<file path="config.mk">
export PLATFORM = sky130hd
export DESIGN_NAME = mem_stage
export DESIGN_NICKNAME = d
export VERILOG_FILES = /design/src/rtl/pipeline_pkg.sv /design/src/rtl/mem_stage.sv
export SDC_FILE = /design/constraint.sdc
export NUM_CORES = 1
export LEC_CHECK = 0
export BUFFER_PORTS_ARGS = -buffer_cell sky130_fd_sc_hd__buf_2
export CAP_MARGIN = 5
export CORE_MARGIN = 1.5
export CORE_UTILIZATION = 45
export CTS_BUF_LIST = sky130_fd_sc_hd__clkbuf_16
export DETAILED_ROUTE_END_ITERATION = 16
export PLACE_DENSITY = 0.75
export SYNTH_ARGS = -nofsm -noshare
export SYNTH_HDL_FRONTEND = slang
export SYNTH_SLANG_ARGS = --single-unit
</file>
<file path="constraint.sdc">
create_clock -name clk -period 2.27 [get_ports clk]
set_clock_uncertainty 0.05 [all_clocks]
set_input_delay 0.1135 -clock clk [delete_from_list [all_inputs] [get_ports clk]]
set_output_delay 0.1135 -clock clk [all_outputs]
set_load 0.01 [all_outputs]
</file>
<file path="src/rtl/pipeline_pkg.sv">
// Shared definitions for the pipeline stages: data width, opcode
// constants and the state encoding used by stall-capable stages.
package pipeline_pkg;

  localparam int DATA_W = 32;

  localparam logic [5:0] OP_ADD = 6'b000000;
  localparam logic [5:0] OP_LW  = 6'b100011;
  localparam logic [5:0] OP_SW  = 6'b101011;

  typedef enum logic {
    IDLE   = 1'b0,
    ACCESS = 1'b1
  } state_t;

endpackage

</file>
<file path="src/rtl/mem_stage.sv">
// Memory-access stage: registers the execute bundle, runs LW/SW on a
// req/ack data-memory bus with a timeout, and presents a registered
// write-back bundle.
//
// state  | meaning
// IDLE   | ready; accepts a new bundle each cycle
// ACCESS | dmem request outstanding; upstream stalled
module mem_stage #(
  parameter int DATA_W       = 32,
  parameter int DMEM_TIMEOUT = 255,
  parameter int TO_W         = 8
) (
  input  logic              clk,
  input  logic              reset,
  input  logic              in_valid,
  input  logic [DATA_W-1:0] alu_result,
  input  logic [5:0]        opcode,
  input  logic [4:0]        rd,
  input  logic              mem_read,
  input  logic              mem_write,
  input  logic [DATA_W-1:0] rd_data,
  input  logic              reg_write,
  output logic              stall_out,
  output logic              dmem_req,
  output logic              dmem_we,
  output logic [DATA_W-1:0] dmem_addr,
  output logic [DATA_W-1:0] dmem_wdata,
  input  logic              dmem_ack,
  input  logic [DATA_W-1:0] dmem_rdata,
  output logic              wb_valid,
  output logic [DATA_W-1:0] wb_data,
  output logic [4:0]        wb_rd,
  output logic              wb_reg_write,
  output logic [5:0]        wb_opcode,
  output logic              mem_err
);

  import pipeline_pkg::state_t;
  import pipeline_pkg::IDLE;
  import pipeline_pkg::ACCESS;

  localparam logic [TO_W-1:0] TO_LAST = TO_W'(DMEM_TIMEOUT - 1);

  state_t          state;
  state_t          state_nx;
  logic [TO_W-1:0] to_cnt;

  logic [4:0] lat_rd;
  logic [5:0] lat_opcode;
  logic       lat_reg_write;

  logic is_mem;
  logic is_bad;
  logic accept;
  logic acc_done;
  logic acc_abort;

  assign is_mem    = mem_read | mem_write;
  assign is_bad    = is_mem && ((alu_result[1:0] != 2'b00) || (mem_read && mem_write));
  assign accept    = in_valid && (state == IDLE);
  assign acc_done  = (state == ACCESS) && dmem_ack;
  assign acc_abort = (state == ACCESS) && !dmem_ack && (to_cnt == TO_LAST);

  // The request is exactly the ACCESS state; both outputs are state-only.
  assign stall_out = (state == ACCESS);
  assign dmem_req  = (state == ACCESS);

  // State register.
  always_ff @(posedge clk) begin
    if (reset) state <= IDLE;
    else       state <= state_nx;
  end

  // Next-state logic; ack takes precedence over the timeout abort.
  always_comb begin
    state_nx = state;
    case (state)
      IDLE:    if (accept && is_mem && !is_bad) state_nx = ACCESS;
      ACCESS:  if (acc_done || acc_abort)       state_nx = IDLE;
      default: state_nx = IDLE;
    endcase
  end

  // Timeout counter: cleared on accept, counts ACCESS cycles without ack.
  always_ff @(posedge clk) begin
    if (reset)                                   to_cnt <= '0;
    else if (accept)                             to_cnt <= '0;
    else if (state == ACCESS && !acc_done && !acc_abort) to_cnt <= to_cnt + 1'b1;
  end

  // Request registers, frozen for the whole access.
  always_ff @(posedge clk) begin
    if (reset) begin
      dmem_addr     <= '0;
      dmem_wdata    <= '0;
      dmem_we       <= 1'b0;
      lat_rd        <= '0;
      lat_opcode    <= '0;
      lat_reg_write <= 1'b0;
    end else if (accept && is_mem && !is_bad) begin
      dmem_addr     <= alu_result;
      dmem_wdata    <= rd_data;
      dmem_we       <= mem_write;
      lat_rd        <= rd;
      lat_opcode    <= opcode;
      lat_reg_write <= reg_write;
    end
  end

  // Write-back bundle: valid and error pulse for one cycle, fields hold otherwise.
  always_ff @(posedge clk) begin
    if (reset) begin
      wb_valid     <= 1'b0;
      wb_data      <= '0;
      wb_rd        <= '0;
      wb_reg_write <= 1'b0;
      wb_opcode    <= '0;
      mem_err      <= 1'b0;
    end else begin
      wb_valid <= 1'b0;
      mem_err  <= 1'b0;
      if (accept && !is_mem) begin
        wb_valid     <= 1'b1;
        wb_data      <= alu_result;
        wb_rd        <= rd;
        wb_reg_write <= reg_write;
        wb_opcode    <= opcode;
      end else if (accept && is_bad) begin
        wb_valid     <= 1'b1;
        wb_data      <= alu_result;
        wb_rd        <= rd;
        wb_reg_write <= 1'b0;
        wb_opcode    <= opcode;
        mem_err      <= 1'b1;
      end else if (acc_done) begin
        wb_valid     <= 1'b1;
        wb_data      <= dmem_we ? dmem_addr : dmem_rdata;
        wb_rd        <= lat_rd;
        wb_reg_write <= dmem_we ? 1'b0 : lat_reg_write;
        wb_opcode    <= lat_opcode;
      end else if (acc_abort) begin
        wb_valid     <= 1'b1;
        wb_rd        <= lat_rd;
        wb_reg_write <= 1'b0;
        wb_opcode    <= lat_opcode;
        mem_err      <= 1'b1;
      end
    end
  end

endmodule

</file>
==> results of run 1 <==
[flip-flops by register name, indices dropped and copies added, names as in the netlist]
register	cells
dmem_addr	32
dmem_wdata	32
wb_data	32
to_cnt	8
lat_opcode	6
wb_opcode	6
lat_rd	5
wb_rd	5
dmem_req	1
dmem_we	1
lat_reg_write	1
mem_err	1
wb_reg_write	1
wb_valid	1
[synthesized netlist by cell type (5+ instances only)]
cell,instances
buf_2,16
buf_4,13
a21oi_1,134
mux2i_1,33
inv_1,5
clkbuf_1,23
o21ai_0,13
dfxtp_1,132
nand2_1,228
nor2_1,7
o211ai_1,33
[timing repair]
action / CTS / global route
hold endpoints to repair: 118 / 0
setup endpoints to repair: 0 / 0
hold buffers: 77 / 0
[power by group]
part / internal, uW / switching [uW]
sequential: 2410 / 53.4
combinational: 332 / 351
clock: 1800 / 976
[final cells by class]
class	count	area, sq um	area share, %
clock buffer	17	425	5.30
clock inverter	15	170	2.12
inverter	5	18.8	0.234
multi-input combinational	491	2550	31.7
sequential	132	2640	32.9
tap	147	184	2.29
timing repair buffer	316	2040	25.4
[per-layer routing]
metal,routed length (microns),track usage (%),vias up
met5,0,0,-
met4,435,11.3,0
met1,6780,29.8,2674
met3,1100,6.70,37
li1,-,-,2877
met2,8400,46.2,227
[cell usage in the layout (no fill, tap or decap), types with 2 or more instances in the layout]
master and count:
buf_4 11, dfxtp_1 131, inv_1 6, a31oi_1 2
buf_12 3, o211ai_1 33, a21oi_1 134, mux2i_1 33
and2_2 2, nand4_1 3, clkinv_2 7, bufinv_16 4
o31ai_1 3, o21ai_0 13, and3_1 3, xnor2_1 3
nor2_1 7, nor2b_1 2, nand3_1 3, clkbuf_16 17
dlygate4sd3_1 77, buf_2 225, xor2_1 2, nand2_1 227
ha_1 2, clkinv_1 3
[logic make-up after synthesis]
logic type	synth area share, %
compound gates	19.8
mux	6.05
flops	48.4
fa+ha+maj	0.458
simple gates	19.1
buf+inv	5.18
xor+xnor	1.10
[metrics by stage]
| step | hold WS (ns) | util [%] | cells |
|---|---|---|---|
| after floorplan | 0.199 | - | 680 |
| after global placement | 0.302 | 55.9 | 1014 |
| after detailed placement | 0.310 | 55.9 | 1014 |
| after CTS | 0.00639 | 67.4 | 1123 |
| after global routing | 0.0279 | 67.4 | 1123 |
| final | 0.0196 | 67.4 | 1123 |
[path summary, 6_finish.rpt]
check        cells past startpoint  slack [ns]      startpoint              to
max                              7        0.44   alu_result[0]  dmem_wdata[19]
min                              2        0.02        mem_read         mem_err
max reg2reg                      5        0.46        dmem_req  dmem_wdata[19]
min reg2reg                      2        0.40  dmem_wdata[31]  dmem_wdata[31]
==> flow_summary.toml, run 1 <==
[worst_setup_path]
cp_num_buf_inv = 3
path_delay_family = "buffers and inverters"
end_kind = "register"
slowest_stage = "dlygate4sd3_1"
criticalPathCategory = "in -> reg"
crit_path_cell_trace = "dlygate4sd3_1 -> buf_2 -> nor4b_2 -> and2_2 -> buf_4 -> nand2_1 -> a21oi_1"
cp-start-kind = "input port"
required_ns = 2.56
cp_slowest_stage_delay_ns = 0.54
arrival_ns = 2.12
worst-path-max-fanout = 30

[yosys]
syn-cell-area_sq_mm = 0.00546
synth_nets = 796
synth_edf_count = 0
synth.ff_latch_count = 132
yosys.area.top_type_share_pct = 48.4
avgSynthCellArea_sq_um = 8.03
synth_ff_type = "dfxtp_1"
syn_inst = 680
synth_top_cell_by_area = "dfxtp_1"
synthDistinctLibCells = 39
synth.area.top_cells = "dfxtp_1, nand2_1, a21oi_1"
async_reset_ff_share_pct = 0
synth_seq_area_share_pct = 48.4
yosys_warnings = 0

[sta]
post-route-min-period_ns = 1.83
rsz0062_at_grt = "no"
fin_tns_setup_ns = 0
period_share_pct = 80.7
max_freq_mhz = 546
slew_violations = 0
fin_ws_ns = 0.439
hold_violations = 0
setup_viol = 0
tightest_slew_ns = 0.498
timing.slew.headroom_pct = 66.8

[routing]
vias = 5815
dr.first_iter.drc_count = 323
drcViolationCount = 0
drt-total-wl_microns = 16700
wire_per_inst_microns = 14.9
ant_nets = 0
post_drt_via_cell_ratio = 5.18
dr.pass1.iters = 4

[clock_tree]
clock_latency_ns = 0.41
cts_root_buf = "clkbuf_16"
cts-resized-gates = 0
clock-sinks = 132
cts_tree = "done"
cts_setup_buffers = 0
cts_buffers = 17
path_clk_slew_ns = 0.06
clock_path_buffers = 2
cts-htree-levels = 4

[floorplan]
initial_core_util_pct = 45.8
dieArea_sq_mm = 0.0128
rows = 40
core-area_sq_mm = 0.0119
die_w_microns = 113
die_h_microns = 113
ioPinCount = 227

[power_and_ir_drop]
ir_worst_vdd_mv = 0.533
power_density_mw_per_mm2 = 738
leakagePower_uw = 0.00341
power_uw = 5930

[run]
maxCapViolations = 0

[global_routing]
grt.overflow.total = 0
antenna_found_initial = 0
grt_pass1_vias = 5701
grt_pass1_wl_microns = 26800
track_usage_pct = 26.1
grt_max_degree = 111

[finish]
fillCellCount = 976
antenna_cells = 0
design_area_sq_mm = 0.00803
fin_nets = 1079
layout-drive-gt1-share_pct = 28.4
syn2layout_area_growth_pct = 47.0

[placed_design]
hpwlAfterDp_microns = 9630
placed_cell_area_sq_mm = 0.00666
place_congestion = 0.827
io_buffers = 226
pre_cts_slack_ns = 0.557

[status]
status = "finished clean"

[worst_hold_path]
min_path_type = "in -> reg"
Note: power is estimated with default switching activity, not from simulation.
==> inputs of run 2 (changes only) <==
Settings changed: ABC_AREA from default to 1, PLACE_DENSITY 0.75 to 0.76.
Clock period 2.27 ns to 1.67 ns, I/O delays scaled along.
==> flow_summary.toml, run 2 <==
[floorplan]
die_w_microns = 119
initial_core_util_pct = 45.7
ioPinCount = 227
core-area_sq_mm = 0.0131
die_h_microns = 119
rows = 42
dieArea_sq_mm = 0.0140

[status]
status = "finished clean"

[yosys]
synth_top_family_by_area = "simple AND/OR/NAND/NOR gates"
synth_ff_type = "dfxtp_1"
syn-cell-area_sq_mm = 0.00601
synth_edf_count = 0
yosys-top-cells-count = "nand2_1, dfxtp_1, nor2_1, a21oi_1, o21ai_0"
synth_top_cell_by_area = "dfxtp_1"
synthDistinctLibCells = 26
synthAdderAreaFrac_pct = 0.417
synth.area.top_cells = "dfxtp_1, nand2_1, nor2_1"
async_reset_ff_share_pct = 0
synth_nets = 1010
synth_mux_area_share_pct = 0
synth-simple-area-share_pct = 32.2
avgSynthCellArea_sq_um = 6.72
synth_compound_area_share_pct = 13.1
synth_seq_area_share_pct = 44.0
synth.ff_latch_count = 132
yosys_warnings = 0
synth_xor_area_share_pct = 0.437
yosys.area.top_type_share_pct = 44.0
synthMostInstantiatedCell = "nand2_1"
syn_inst = 894

[routing]
vias = 6869
wire_per_inst_microns = 14.7
dr.pass1.iters = 6
dr.first_iter.drc_count = 538
drcViolationCount = 0
post_drt_via_cell_ratio = 5.03
ant_nets = 0
drt-total-wl_microns = 20100

[global_routing]
grt_pass1_vias = 6607
antenna_found_initial = 0
grt_pass1_wl_microns = 31600
track_usage_pct = 28.1
grt_max_degree = 54
grt.overflow.total = 0

[worst_setup_path]
criticalPathCategory = "reg -> reg"
crit_path_frequent_cell = "nor2_1"
cp_slowest_stage_delay_ns = 0.37
end_kind = "register"
r2r_cells = 8
required_ns = 1.96
path_delay_family = "simple AND/OR/NAND/NOR gates"
crit_path_cell_trace = "inv_1 -> nand2_1 -> nor2_1 -> nand2_2 -> inv_4 -> buf_12 -> nor2_1 -> nor2_1"
arrival_ns = 1.84
cp_num_buf_inv = 3
rrSetupSlack_ns = 0.12
cp-endpoint = "dmem_wdata[28]"
worst-path-max-fanout = 53
cp.depth = 8
regToRegEndpoint = "dmem_wdata[28]"
reg2reg_from = "dmem_req"
critPathLaunch = "dmem_req"
slowest_stage = "dfxtp_1"
cp-start-kind = "register"

[sta]
timing.slew.headroom_pct = 69.9
hold_violations = 0
setup_viol = 0
rsz0062_at_grt = "no"
max_freq_mhz = 644
slew_violations = 0
tightest_slew_ns = 0.452
post-route-min-period_ns = 1.55
period_share_pct = 93.0
fin_tns_setup_ns = 0
whs_ns = 0.0886

[clock_tree]
clock-sinks = 132
clock_latency_ns = 0.42
cts_setup_buffers = 0
clock_path_buffers = 2
path_clk_slew_ns = 0.05
cts-htree-levels = 4
cts_root_buf = "clkbuf_16"
cts_tree = "done"
cts_buffers = 17

[placed_design]
place_congestion = 0.792
placed_cells = 1258
io_buffers = 226
hpwlAfterDp_microns = 12000

[finish]
antenna_cells = 0
finalNonFillerCells = 1365
reg_top3 = "dmem_addr: 32 flops, dmem_wdata: 32 flops, wb_data: 32 flops"
fin_util_pct = 65.3
fin_nets = 1296
syn2layout_area_growth_pct = 42.9
fillCellCount = 1193
most-common-layout-cells = "nand2_1, buf_2, dfxtp_1"
final_common_cell = "nand2_1"
layout-drive-gt1-share_pct = 24.6

[power_and_ir_drop]
ir_worst_vdd_mv = 0.697
power_density_mw_per_mm2 = 978
leakagePower_uw = 0.00438

[run]
maxCapViolations = 0

[worst_hold_path]
min_path_type = "in -> reg"
==> run 2: cell types whose count changed after synthesis, sizes merged, moves of 10 or more <==
cell and change:
nand3 +46, nand2 +64, mux2i -33, nor2 +114, a21oi -60, buf +10
inv +60, o211ai -33, o21ai +65, nand4 +10
==> run 2: metrics by stage <==
stage / cell area [sq um] / total power (uW) / worst slack (ns)
6_report: 8580 / 8390 / 0.117
5_1_grt: 8580 / 8780 / 0.0131
4_1_cts: 8530 / 8380 / 0.0705
3_5_place_dp: 7250 / 4980 / 0.0973
3_3_place_gp: 7250 / 4960 / 0.162
2_1_floorplan: 6010 / 4420 / 0.201
==> run 2: worst register-to-register path, cell delays in order (launching register included) <==
cell	delay, ns
dfxtp_1	0.37
inv_1	0.13
nand2_1	0.06
nor2_1	0.12
nand2_2	0.11
inv_4	0.12
buf_12	0.23
nor2_1	0.14
nor2_1	0.16
==> run 2: per-layer routing <==
layer  track usage (%)  wire length, microns  up-vias
met3              7.77                  1530       43
met2              48.1                  9840      317
met5                 0                     0        -
li1                  -                     -     3396
met1              33.0                  8200     3113
met4              12.0                   527        0
==> run 2: cell families (layout without fill, tap and decap cells) <==
| kind of cell | after synthesis | in the layout |
|---|---|---|
| compound gates | 155 | 155 |
| xor+xnor | 3 | 3 |
| fa+ha+maj | 2 | 2 |
| buf+inv | 125 | 420 |
| flops | 132 | 132 |
| simple gates | 477 | 477 |
==> run 2: power breakdown <==
part / internal, uW / total, uW / switching (uW)
Combinational: 691 / 1590 / 895
Sequential: 3390 / 3530 / 135
Clock: 1970 / 3280 / 1310
==> run 2: timing repair <==
action | in CTS | in global routing
resized for setup | 0 | 6
endpoints found under the hold margin | 117 | 0
hold buffers | 78 | 0
setup endpoints to repair | 0 | 19
==> run 2: cell type report <==
| class | count | area, sq um | area share [%] |
|---|---|---|---|
| multi-input cells | 637 | 2780 | 32.4 |
| flip-flops and latches | 132 | 2640 | 30.8 |
| repair buffers | 327 | 2180 | 25.5 |
| clock buffers | 17 | 425 | 4.96 |
| inverters | 65 | 249 | 2.90 |
| well taps | 176 | 220 | 2.57 |
| clock inverters | 11 | 76.3 | 0.889 |
==> run 2: worst min-delay path by stage <==
stage                        start       endpoint  cells after the start
CTS                 dmem_rdata[12]    wb_data[12]                      7
floorplan                reg_write  lat_reg_write                      2
global route        dmem_rdata[27]    wb_data[27]                      7
detailed placement      rd_data[1]  dmem_wdata[1]                      3
finish              dmem_rdata[12]    wb_data[12]                      7
global placement        rd_data[2]  dmem_wdata[2]                      3
